[src/rtl/fetch_stage.sv]
// Instruction-fetch stage: owns the PC, issues req/ack reads to instruction memory
// and loads the IF/ID register, with one architectural delay slot and a 1-entry skid.
module fetch_stage #(
    parameter logic [31:0] RESET_PC   = 32'h0000_0000,
    parameter logic [31:0] EXC_VECTOR = 32'h0000_0080,
    parameter logic [31:0] NOP_INSTR  = 32'h0000_0000
) (
    input  logic        clock,
    input  logic        reset,
    input  logic        if_stall,
    input  logic        id_if_selpcsource,
    input  logic [1:0]  id_if_selpctype,
    input  logic [31:0] id_if_pcimd2ext,
    input  logic [31:0] id_if_pcindex,
    input  logic [31:0] id_if_rega,
    output logic        if_mem_req,
    output logic [31:0] if_mem_addr,
    input  logic        mem_if_ack,
    input  logic [31:0] mem_if_data,
    output logic [31:0] if_id_instruc,
    output logic [31:0] if_id_nextpc,
    output logic        if_id_valid
);

    typedef enum logic [1:0] {
        ST_BOOT  = 2'b00,
        ST_FETCH = 2'b01,
        ST_HOLD  = 2'b10
    } state_t;

    state_t      state_q, state_d;
    logic [31:0] pc_q, pc_d;
    logic        req_q, req_d;
    logic [31:0] instruc_q, instruc_d;
    logic [31:0] nextpc_q, nextpc_d;
    logic        valid_q, valid_d;
    logic [31:0] skid_instr_q, skid_instr_d;
    logic [31:0] skid_nextpc_q, skid_nextpc_d;
    logic        redir_pend_q, redir_pend_d;
    logic [31:0] redir_tgt_q, redir_tgt_d;

    logic [31:0] target_raw_s;
    logic [31:0] target_s;
    logic [31:0] pc_plus4_s;
    logic        fetch_acc_s;
    logic        redir_take_s;

    // Redirect target selection; low bits cleared so fetches stay word aligned
    always_comb begin
        target_raw_s = EXC_VECTOR;
        case (id_if_selpctype)
            2'b00:   target_raw_s = id_if_pcimd2ext;
            2'b01:   target_raw_s = id_if_pcindex;
            2'b10:   target_raw_s = id_if_rega;
            2'b11:   target_raw_s = EXC_VECTOR;
            default: target_raw_s = EXC_VECTOR;
        endcase
        target_s = target_raw_s & 32'hFFFF_FFFC;
    end

    assign pc_plus4_s   = pc_q + 32'd4;
    // ack only counts while a request is actually on the bus
    assign fetch_acc_s  = (state_q == ST_FETCH) && mem_if_ack;
    // Decode's redirect is only meaningful on the edge its instruction advances
    assign redir_take_s = id_if_selpcsource && !if_stall && valid_q;

    // Next-state, PC, IF/ID, skid and pending-redirect logic
    always_comb begin
        state_d       = state_q;
        pc_d          = pc_q;
        instruc_d     = instruc_q;
        nextpc_d      = nextpc_q;
        valid_d       = valid_q;
        skid_instr_d  = skid_instr_q;
        skid_nextpc_d = skid_nextpc_q;
        redir_pend_d  = redir_pend_q;
        redir_tgt_d   = redir_tgt_q;

        case (state_q)
            ST_BOOT: begin
                state_d = ST_FETCH;
            end
            ST_FETCH: begin
                if (fetch_acc_s && if_stall) begin
                    state_d       = ST_HOLD;
                    skid_instr_d  = mem_if_data;
                    skid_nextpc_d = pc_plus4_s;
                end else begin
                    state_d = ST_FETCH;
                end
            end
            ST_HOLD: begin
                if (!if_stall) begin
                    state_d = ST_FETCH;
                end else begin
                    state_d = ST_HOLD;
                end
            end
            default: begin
                state_d = ST_BOOT;
            end
        endcase

        if (!if_stall) begin
            if (state_q == ST_HOLD) begin
                instruc_d = skid_instr_q;
                nextpc_d  = skid_nextpc_q;
                valid_d   = 1'b1;
            end else if (fetch_acc_s) begin
                instruc_d = mem_if_data;
                nextpc_d  = pc_plus4_s;
                valid_d   = 1'b1;
            end else begin
                instruc_d = NOP_INSTR;
                valid_d   = 1'b0;
            end
        end else begin
            valid_d = valid_q;
        end

        // The fetch accepted alongside or after a redirect is the delay slot
        if (fetch_acc_s) begin
            if (redir_take_s) begin
                pc_d = target_s;
            end else if (redir_pend_q) begin
                pc_d = redir_tgt_q;
            end else begin
                pc_d = pc_plus4_s;
            end
            redir_pend_d = 1'b0;
        end else if (redir_take_s) begin
            redir_pend_d = 1'b1;
            redir_tgt_d  = target_s;
        end else begin
            redir_pend_d = redir_pend_q;
        end

        req_d = (state_d == ST_FETCH);
    end

    // State and pipeline registers with synchronous reset
    always_ff @(posedge clock) begin
        if (reset) begin
            state_q       <= ST_BOOT;
            pc_q          <= RESET_PC;
            req_q         <= 1'b0;
            instruc_q     <= NOP_INSTR;
            nextpc_q      <= RESET_PC;
            valid_q       <= 1'b0;
            skid_instr_q  <= NOP_INSTR;
            skid_nextpc_q <= RESET_PC;
            redir_pend_q  <= 1'b0;
            redir_tgt_q   <= RESET_PC;
        end else begin
            state_q       <= state_d;
            pc_q          <= pc_d;
            req_q         <= req_d;
            instruc_q     <= instruc_d;
            nextpc_q      <= nextpc_d;
            valid_q       <= valid_d;
            skid_instr_q  <= skid_instr_d;
            skid_nextpc_q <= skid_nextpc_d;
            redir_pend_q  <= redir_pend_d;
            redir_tgt_q   <= redir_tgt_d;
        end
    end

    assign if_mem_req    = req_q;
    assign if_mem_addr   = pc_q;
    assign if_id_instruc = instruc_q;
    assign if_id_nextpc  = nextpc_q;
    assign if_id_valid   = valid_q;

endmodule

[config.mk]
export PLATFORM = sky130hd
export DESIGN_NAME = fetch_stage
export DESIGN_NICKNAME = d
export VERILOG_FILES = /design/src/rtl/fetch_stage.sv
export SDC_FILE = /design/constraint.sdc
export NUM_CORES = 1
export LEC_CHECK = 0
export CAP_MARGIN = 25
export CORE_ASPECT_RATIO = 1.4
export CORE_UTILIZATION = 50
export DETAILED_ROUTE_END_ITERATION = 10
export PLACE_DENSITY_LB_ADDON = 0.1
export SLEW_MARGIN = 40
export SYNTH_ARGS = -nofsm -noshare
export SYNTH_HDL_FRONTEND = slang
export SYNTH_SLANG_ARGS = --single-unit
[constraint.sdc]
create_clock -name clock -period 2.9 [get_ports clock]
set_clock_uncertainty 0.15 [all_clocks]
set_input_delay 0.435 -clock clock [delete_from_list [all_inputs] [get_ports clock]]
set_output_delay 0.435 -clock clock [all_outputs]
set_load 0.01 [all_outputs]
==> metrics.md, run 1 <==
| Metric | Value |
|---|---|
| Status | `finished, final reports clean` |
| Via/cell ratio | `5.77` |
| Async set-or-reset flop fraction in the synthesized netlist | `0` |
| Worst Path Max Fanout | `13` |
| Resized Gates After CTS | `0` |
| GP Congestion | `0.898` |
| DR iter-0 viols | `635` |
| Largest net degree at the start of global routing | `77` |
| Diode count | `0` |
| Peak VDD IR | `374 µV` |
| Vias in the first global route | `8795` |
| CP arrival | `2.70 ns` |
| Initial Util | `0.510` |
| Fraction of layout cells with a size suffix above 1 | `0.0750` |
| Worst Hold Class | `input pin to flip-flop` |
| CP startpoint kind | `flip-flop` |
| DIE AREA | `18800 µm²` |
| Total GRT Usage | `0.299` |
| DRC errors left | `0` |
| Fin crit period | `2.50 ns` |
| Setup TNS | `0 ns` |
| CTS tree | `yes` |
| Port buffer count | `222` |
| Post-CTS Hold Buffers | `0` |
| WL per Instance | `17.3 µm` |
| Yosys top cell area share | `0.414` |
| Drt pass-1 iters | `7` |
| Synth cell count leaders | `dfxtp_1 (189), nor2_1 (188), nand2_1 (132)` |
| Post-synthesis register bit count | `189` |
| Clock Latency Late Sink | `0.44 ns` |
| TritonCTS Sinks | `189` |
| Normalized max-slew margin | `0.468` |
| Die extent in x | `116 µm` |
| CP top delay family | `simple AND/OR/NAND/NOR gates` |
| Number of fill cells | `1555` |
| Area Overhead vs Synth | `33.9%` |
| Dominant cells by area after synthesis | `dfxtp_1 (41%), nor2_1 (7.7%), a21oi_1 (6.2%), nand2_1 (5.4%), clkbuf_1 (3.4%)` |
| Ys flop type | `dfxtp_1` |
| Reg2reg setup slack | `0.40 ns` |
| Core area | `17900 µm²` |
| Mean Syn Cell Area | `7.82 µm²` |
| Initial antenna violation count | `0` |
| Max Slew Vio Count | `0` |
| Post CTS Setup Buffer Count | `0` |
| Yosys warns | `0` |
| Worst-path clk slew | `0.07 ns` |
| DR vias | `9235` |
| Total gr overflow | `0` |
| Most numerous cell in the Yosys netlist | `dfxtp_1` |
| Period Utilization, post-route | `0.862` |
| Post-Route WL | `27700 µm` |
| Fmax achieved | `400 MHz` |
| Final #Nets | `1483` |
| RSZ-0062 raised after global routing | `no` |
| # IOs | `233` |
| Slowest cell on the critical path | `dfxtp_1` |
| Max Cap Violations | `0` |
| Pre-CTS WS | `0.430 ns` |
| Root Driver | `clkbuf_16` |
| First-pass GRT wire length | `44200 µm` |
| Sequential area share after synthesis | `0.414` |
| Syn Inst Count | `1169` |
| Worst slew pin tran | `0.798 ns` |
| Mapped Area | `9140 µm²` |
| Slowest cell delay on critical path | `0.50 ns` |
| Worst Path Required | `3.10 ns` |
| PD cells | `478 nW/µm²` |
| Worst setup margin | `0.401 ns` |
| CTS Buffer Depth | `2` |
| CP Capture Type | `flip-flop` |
| CP Cell Sequence | `ha_1, and2_1, nand3_2, nor4_2, xnor2_1, a221oi_2` |
| Cell variety after synth | `65` |
| Number of synthesized flops with an enable pin | `0` |
| # H-tree levels | `4` |
| Final hold violations | `0` |
| Leak | `0.00432 µW` |
| Area leader, netlist | `dfxtp_1` |
| CTS Buf Count | `17` |
| ANT nets after route | `0` |
| CP Class | `flip-flop to flip-flop` |
| Detailed placer's ending HPWL | `19300 µm` |
| Row Count | `58` |
| Die Span Y | `162 µm` |
| Bufs and invs on worst path | `0` |
| Final setup fails | `0` |
-- logic make-up (layout without fill, tap and decap cells) --
kind of cell | Yosys count | count (layout) | share of synthesized area
other | 1 | 4 | 0.000410
muxes | 31 | 31 | 0.0341
xor gates and xnor gates | 20 | 20 | 0.0192
DFF | 189 | 189 | 0.414
and+or+nand+nor | 478 | 478 | 0.240
buffers and inverters | 117 | 305 | 0.0538
adders and majority gates | 1 | 1 | 0.00137
AOI/OAI and AO/OA | 332 | 332 | 0.237
-- state kept, by name (all words and copies together), names as in the netlist --
| name | flops |
|---|---|
| if_id_instruc | 32 |
| if_id_nextpc | 30 |
| if_id_valid | 1 |
| if_mem_addr | 30 |
| if_mem_req | 1 |
| redir_pend_q | 1 |
| redir_tgt_q | 30 |
| skid_instr_q | 32 |
| skid_nextpc_q | 30 |
| state_q | 2 |
-- through the flow --
| stage | area, µm² | total power [µW] | std cells | hold WS [ns] | utilization |
|---|---|---|---|---|---|
| global route | 12200 | 6050 | 1600 | 0.219 | 0.683 |
| floorplan | 9150 | 3150 | 1172 | 0.286 | - |
| global placement | 11600 | 3530 | 1568 | 0.291 | 0.649 |
| detailed placement | 11600 | 3540 | 1568 | 0.296 | 0.649 |
| CTS | 12200 | 5880 | 1600 | 0.207 | 0.683 |
| finish | 12200 | 5850 | 1600 | 0.213 | 0.683 |
-- power by group --
| group | switching (µW) | internal [µW] | total, µW |
|---|---|---|---|
| Combinational | 386 | 380 | 766 |
| Clock | 1130 | 1230 | 2360 |
| Sequential | 52.6 | 2670 | 2720 |
-- cells in the final DEF, fill, tap and decap left out, drive strengths merged, types with 6 or more instances in the layout --
| cell | synthesis | final |
|---|---|---|
| buf | 26 | 47 |
| a21o | 7 | 7 |
| o21ai | 46 | 46 |
| and3 | 14 | 14 |
| nand2b | 11 | 11 |
| a22oi | 32 | 32 |
| nor2 | 188 | 188 |
| xor2 | 8 | 8 |
| xnor2 | 12 | 12 |
| nand3 | 29 | 29 |
| nand4 | 15 | 15 |
| mux2i | 30 | 30 |
| nand2 | 132 | 132 |
| a2bb2oi | 7 | 7 |
| nor3 | 50 | 50 |
| a31oi | 13 | 13 |
| or4 | 6 | 6 |
| clkbuf | 84 | 17 |
| o211ai | 10 | 10 |
| a311oi | 7 | 7 |
| o2bb2ai | 8 | 8 |
| clkdlybuf4s50 | 0 | 219 |
| clkinv | 0 | 7 |
| and2 | 6 | 6 |
| and4 | 7 | 7 |
| a211oi | 41 | 41 |
| dfxtp | 189 | 189 |
| a21oi | 114 | 114 |
| inv | 7 | 13 |
-- per-layer routing --
metal,global-route usage,vias to the layer above,wire length (µm)
li1,-,4518,-
met1,0.332,4344,10400
met2,0.522,303,14400
met3,0.0716,70,1750
met4,0.155,0,1120
met5,0,-,0
-- final cells by class --
type                       instances  area, µm²  share of cell area
clock inverter                    15        179              0.0146
timing repair buffer             266       2630               0.215
sequential                       189       3780               0.309
tap                              240        300              0.0245
inverter                           7       26.3             0.00215
clock buffer                      17        425              0.0348
multi-input combinational        866       4890               0.400
-- path summary, 6_finish.rpt --
kind / start / to / cells after the start
setup / recovery: if_mem_addr[2] / if_id_nextpc[30] / 6
hold / removal: reset / if_id_nextpc[15] / 2
setup reg to reg: if_mem_addr[2] / if_id_nextpc[30] / 6
hold reg to reg: if_id_nextpc[7] / if_id_nextpc[7] / 2
Power figures use the tool's default switching activity.
==> inputs of run 2 (changes only) <==
--- a/config.mk
+++ b/config.mk
@@ -10,7 +10,7 @@
 export CORE_UTILIZATION = 50
 export DETAILED_ROUTE_END_ITERATION = 10
 export PLACE_DENSITY_LB_ADDON = 0.1
-export SLEW_MARGIN = 40
+export SLEW_MARGIN = 10
 export SYNTH_ARGS = -nofsm -noshare
 export SYNTH_HDL_FRONTEND = slang
 export SYNTH_SLANG_ARGS = --single-unit
==> constraint.sdc (replaced) <==
create_clock -name clock -period 2.3 [get_ports clock]
set_clock_uncertainty 0.15 [all_clocks]
set_input_delay 0.345 -clock clock [delete_from_list [all_inputs] [get_ports clock]]
set_output_delay 0.345 -clock clock [all_outputs]
set_load 0.01 [all_outputs]
==> run 2 against run 1 <==
Flip-flop and latch count did not move. Critical path depth fell by 5. Via count rose by 3.0%. Register-to-register slack got worse by 0.29 ns. Count of clock-buffer cells in the layout rose by 1. Wire length rose by 2.3%. Sequential power rose by 26%. Worst hold slack improved by 0.088 ns. Critical endpoint is now if_mem_addr[14]. Highest routed layer unchanged.
==> metrics.md, run 2 (same netlist as run 1, synthesis figures left out) <==
| Metric | Value |
|---|---|
| Status | `finished, final reports clean` |
| Final #Nets | `1535` |
| CTS tree | `yes` |
| End-of-flow core utilization | `0.711` |
| CP Capture Type | `output pin` |
| CTS Buffer Depth | `2` |
| Layout Cells excl Fill | `1651` |
| Die Span Y | `162 µm` |
| Period Utilization, post-route | `0.969` |
| Vias in the first global route | `9273` |
| Max Slew Vio Count | `0` |
| Normalized max-slew margin | `0.323` |
| Largest net degree at the start of global routing | `86` |
| Worst reg-to-reg path cell count | `7` |
| # H-tree levels | `4` |
| Bufs and invs on worst path | `1` |
| CP Cell Sequence | `clkdlybuf4s50_1` |
| ANT nets after route | `0` |
| Setup crit end | `if_mem_addr[14]` |
| RSZ-0062 raised after global routing | `yes` |
| DR vias | `9509` |
| Worst Hold Class | `input pin to flip-flop` |
| Fmax achieved | `449 MHz` |
| WL per Instance | `17.2 µm` |
| CP arrival | `1.73 ns` |
| CP startpoint kind | `flip-flop` |
| Row Count | `58` |
| Worst Path Required | `1.80 ns` |
| Slowest cell delay on critical path | `0.65 ns` |
| Final hold violations | `0` |
| Fin crit period | `2.23 ns` |
| # IOs | `233` |
| Leak | `0.00464 µW` |
| Worst slew pin tran | `1.01 ns` |
| Core area | `17900 µm²` |
| Drt pass-1 iters | `5` |
| Total gr overflow | `0` |
| Slowest cell on the critical path | `clkdlybuf4s50_1` |
| DRC errors left | `0` |
| Final setup fails | `0` |
| DIE AREA | `18800 µm²` |
| TritonCTS Sinks | `189` |
| Peak VDD IR | `497 µV` |
| CP top delay family | `buffers and inverters` |
| WP depth | `1` |
| GP Congestion | `0.903` |
| PnR Total Power | `7400 µW` |
| CP Class | `flip-flop to output pin` |
| Area Overhead vs Synth | `39.4%` |
| R2R Path Start | `if_mem_addr[12]` |
| Port buffer count | `222` |
| Post CTS Setup Buffer Count | `0` |
| Detailed placer's ending HPWL | `20000 µm` |
| Post-Route WL | `28400 µm` |
| Clock Latency Late Sink | `0.45 ns` |
| Most frequent cells in the layout | `clkdlybuf4s50_1 (219), dfxtp_1 (188), nor2_1 (187)` |
| Reg2reg setup slack | `0.11 ns` |
| Total GRT Usage | `0.306` |
| DP Cell Count | `1619` |
| Fraction of layout cells with a size suffix above 1 | `0.111` |
| Initial Util | `0.510` |
| DR iter-0 viols | `664` |
| First-pass GRT wire length | `45000 µm` |
| Most common cell after layout, fill and taps aside | `clkdlybuf4s50_1` |
| R2R Path End | `if_mem_addr[28]` |
| CP startpoint | `if_mem_addr[14]` |
| Diode count | `0` |
| PD cells | `581 nW/µm²` |
| Root Driver | `clkbuf_16` |
| CTS Buf Count | `17` |
| Max Cap Violations | `0` |
| Initial antenna violation count | `0` |
| Worst Path Max Fanout | `10` |
| Via/cell ratio | `5.76` |
| Die extent in x | `116 µm` |
| Worst-path clk slew | `0.07 ns` |
==> run 2: cell types whose count changed in the layout (fill, tap and decap cells not counted), moves of 2 or more <==
cell,previous run,this run
and4_1,7,5
buf_12,7,13
nand4_2,2,0
nand4_4,1,3
and4_2,0,2
inv_8,2,4
buf_4,38,83
clkinv_8,4,1
==> run 2: power breakdown <==
| group | switching [µW] | leakage, µW | internal [µW] |
|---|---|---|---|
| registers | 60.8 | 0.00153 | 3370 |
| clock network | 1380 | 0.000288 | 1560 |
| logic | 504 | 0.00282 | 525 |
| total | 1940 | 0.00464 | 5460 |
==> run 2: cell type report <==
| class | count | area [µm²] |
|---|---|---|
| fillers | 1480 | 5190 |
| repair buffers | 318 | 3100 |
| clock buffers | 18 | 439 |
| clock inverters | 13 | 148 |
| well taps | 240 | 300 |
| multi-input cells | 866 | 4940 |
| flip-flops and latches | 189 | 3780 |
| inverters | 7 | 26.3 |
==> run 2: worst min path at each step <==
stage | from | endpoint | slack, ns | depth (start not counted)
after global routing | skid_instr_q[17] | skid_instr_q[17] | 0.32 | 2
after CTS | reset | if_mem_addr[28] | 0.003 | 2
final | if_stall | if_id_valid | 0.30 | 4
after global placement | skid_instr_q[13] | skid_instr_q[13] | 0.29 | 2
after detailed placement | if_id_nextpc[10] | if_id_nextpc[10] | 0.29 | 2
after floorplan | skid_instr_q[0] | skid_instr_q[0] | 0.29 | 2
==> run 2: stage by stage <==
stage                     setup TNS [ns]  hold WS, ns  instance area, µm²  setup slack [ns]
after floorplan                        0        0.286                9150            0.0984
after global placement             -1.28        0.291               12100            -0.212
after detailed placement           -1.75        0.292               12100            -0.272
after CTS                              0      0.00331               12700            0.0581
after global routing             -0.0347        0.319               12700           -0.0206
final                                  0        0.301               12700            0.0707
==> run 2: what timing repair did <==
item	CTS	global route
hold buffers	0	1
gates resized for setup	0	9
endpoints found under the hold margin	0	1
endpoints found under the setup margin	0	12
==> run 2: layer usage <==
| metal | track usage | wire length, µm |
|---|---|---|
| met1 | 0.340 | 11000 |
| met2 | 0.521 | 14200 |
| met3 | 0.0701 | 1560 |
| met4 | 0.187 | 1590 |
| met5 | 0 | 0 |
==> inputs of run 3 (changes only) <==
--- a/config.mk
+++ b/config.mk
@@ -10,6 +10,8 @@
 export CORE_UTILIZATION = 50
 export DETAILED_ROUTE_END_ITERATION = 10
 export PLACE_DENSITY_LB_ADDON = 0.1
+export SETUP_SLACK_MARGIN = 0.15
+export SKIP_CTS_REPAIR_TIMING = 1
 export SLEW_MARGIN = 10
 export SYNTH_ARGS = -nofsm -noshare
 export SYNTH_HDL_FRONTEND = slang
==> run 3 against run 2 <==
Sequential share of layout area fell by 0.084 points. Largest cell class unchanged. Worst hold slack improved by 0.0031 ns. Wire length rose by 0.66%. Via count rose by 0.49%. Sequential power barely moved. Register-to-register slack improved by 0.13 ns. Critical path depth rose by 1. Flip-flop and latch count did not move. Highest routed layer unchanged.
==> metrics.md, run 3 (same netlist as run 1, synthesis figures left out) <==
| Metric | Value |
|---|---|
| PnR Total Power | `7460 µW` |
| Vias in the first global route | `8982` |
| Setup TNS | `0 ns` |
| Root Driver | `clkbuf_16` |
| # IOs | `233` |
| Row Count | `58` |
| Post-Route WL | `28500 µm` |
| Die extent in x | `116 µm` |
| # H-tree levels | `4` |
| Final #Nets | `1541` |
| DRC errors left | `0` |
| WL per Instance | `17.2 µm` |
| First-pass GRT wire length | `44600 µm` |
| CP Capture Type | `output pin` |
| CTS tree | `yes` |
| ANT nets after route | `0` |
| GP Congestion | `0.950` |
| CP Cell Sequence | `buf_4, clkdlybuf4s50_1` |
| Largest net degree at the start of global routing | `106` |
| Slowest cell delay on critical path | `0.59 ns` |
| CP startpoint kind | `flip-flop` |
| Slowest cell on the critical path | `clkdlybuf4s50_1` |
| TritonCTS Sinks | `189` |
| Most frequent cells in the layout | `clkdlybuf4s50_1 (219), nor2_1 (186), dfxtp_1 (185)` |
| Leak | `0.00466 µW` |
| RSZ-0062 raised after global routing | `yes` |
| CP arrival | `1.63 ns` |
| Int Pwr | `5470 µW` |
| Detailed placer's ending HPWL | `20400 µm` |
| Sw Share | `0.267` |
| Fmax achieved | `471 MHz` |
| Worst slew pin tran | `0.639 ns` |
| Design area | `12800 µm²` |
| DR iter-0 viols | `727` |
| Fin crit period | `2.12 ns` |
| Status | `finished, final reports clean` |
| Worst Path Required | `1.80 ns` |
| Clock Power Share | `0.404` |
| PD cells | `584 nW/µm²` |
| Max Slew Vio Count | `0` |
| CTS Buf Count | `17` |
| Diode count | `0` |
| Most common cell after layout, fill and taps aside | `clkdlybuf4s50_1` |
| Clock Latency Late Sink | `0.44 ns` |
| Pre-CTS WS | `-0.186 ns` |
| Worst-path clk slew | `0.08 ns` |
| Worst setup margin | `0.179 ns` |
| Die Span Y | `162 µm` |
| Total GRT Usage | `0.303` |
| Initial antenna violation count | `0` |
| Core area | `17900 µm²` |
| Hold Slack | `0.304 ns` |
| Normalized max-slew margin | `0.573` |
| Max Cap Violations | `0` |
| Fraction of layout cells with a size suffix above 1 | `0.121` |
| Initial Util | `0.510` |
| Period Utilization, post-route | `0.922` |
| Peak VDD IR | `561 µV` |
| Post-place instance area | `12100 µm²` |
| DIE AREA | `18800 µm²` |
| Drt pass-1 iters | `5` |
| Worst Path Max Fanout | `9` |
| Final hold violations | `0` |
| CTS Buffer Depth | `2` |
| DR vias | `9556` |
| Port buffer count | `222` |
| Total gr overflow | `0` |
| Comb power frac | `0.137` |
| Seq pwr share | `0.459` |
| Area Overhead vs Synth | `39.9%` |
| Via/cell ratio | `5.76` |
| Switch Pwr | `2000 µW` |
| CP Class | `flip-flop to output pin` |
| Worst Hold Class | `input pin to flip-flop` |
| Final setup fails | `0` |
-- run 3: worst max-delay path, delay by kind of cell (launching register included) --
kind,cells,cell delay [ns]
DFF,1,0.39
buffers and inverters,2,0.79
-- run 3: layer usage --
metal | vias to the layer above | global-route usage | routed length, µm
met2 | 306 | 0.542 | 14800
li1 | 4639 | - | -
met5 | - | 0 | 0
met3 | 79 | 0.0604 | 1500
met1 | 4532 | 0.334 | 10900
met4 | 0 | 0.153 | 1350
-- run 3: through the flow --
stage	utilization	cells
finish	0.713	1658
global route	0.713	1658
CTS	0.706	1653
detailed placement	0.672	1621
global placement	0.672	1621
floorplan	-	1172
-- run 3: final cells by class --
type,count,area [µm²]
Fill cell,1532,5140
Multi-Input combinational cell,866,4970
Tap cell,240,300
Inverter,7,26.3
Sequential cell,189,3790
Clock buffer,18,439
Timing Repair Buffer,324,3090
Clock inverter,14,171
-- run 3: worst paths after layout --
kind | to | depth (start not counted) | startpoint | slack, ns
worst max-delay path | if_mem_addr[2] | 2 | if_mem_addr[2] | 0.18
worst min-delay path | if_id_instruc[4] | 4 | if_stall | 0.30
worst min register to register | if_id_nextpc[20] | 2 | if_id_nextpc[20] | 0.30
worst max register to register | if_mem_addr[28] | 6 | if_mem_addr[7] | 0.24
-- run 3: power groups by stage --
stage                     logic (µW)  clock network (µW)  registers, µW
final                           1020                3020           3430
after global routing            1100                3190           3440
after floorplan                  465                   0           3510
after global placement           997                   0           3500
after detailed placement        1010                   0           3500
after CTS                       1020                3050           3420
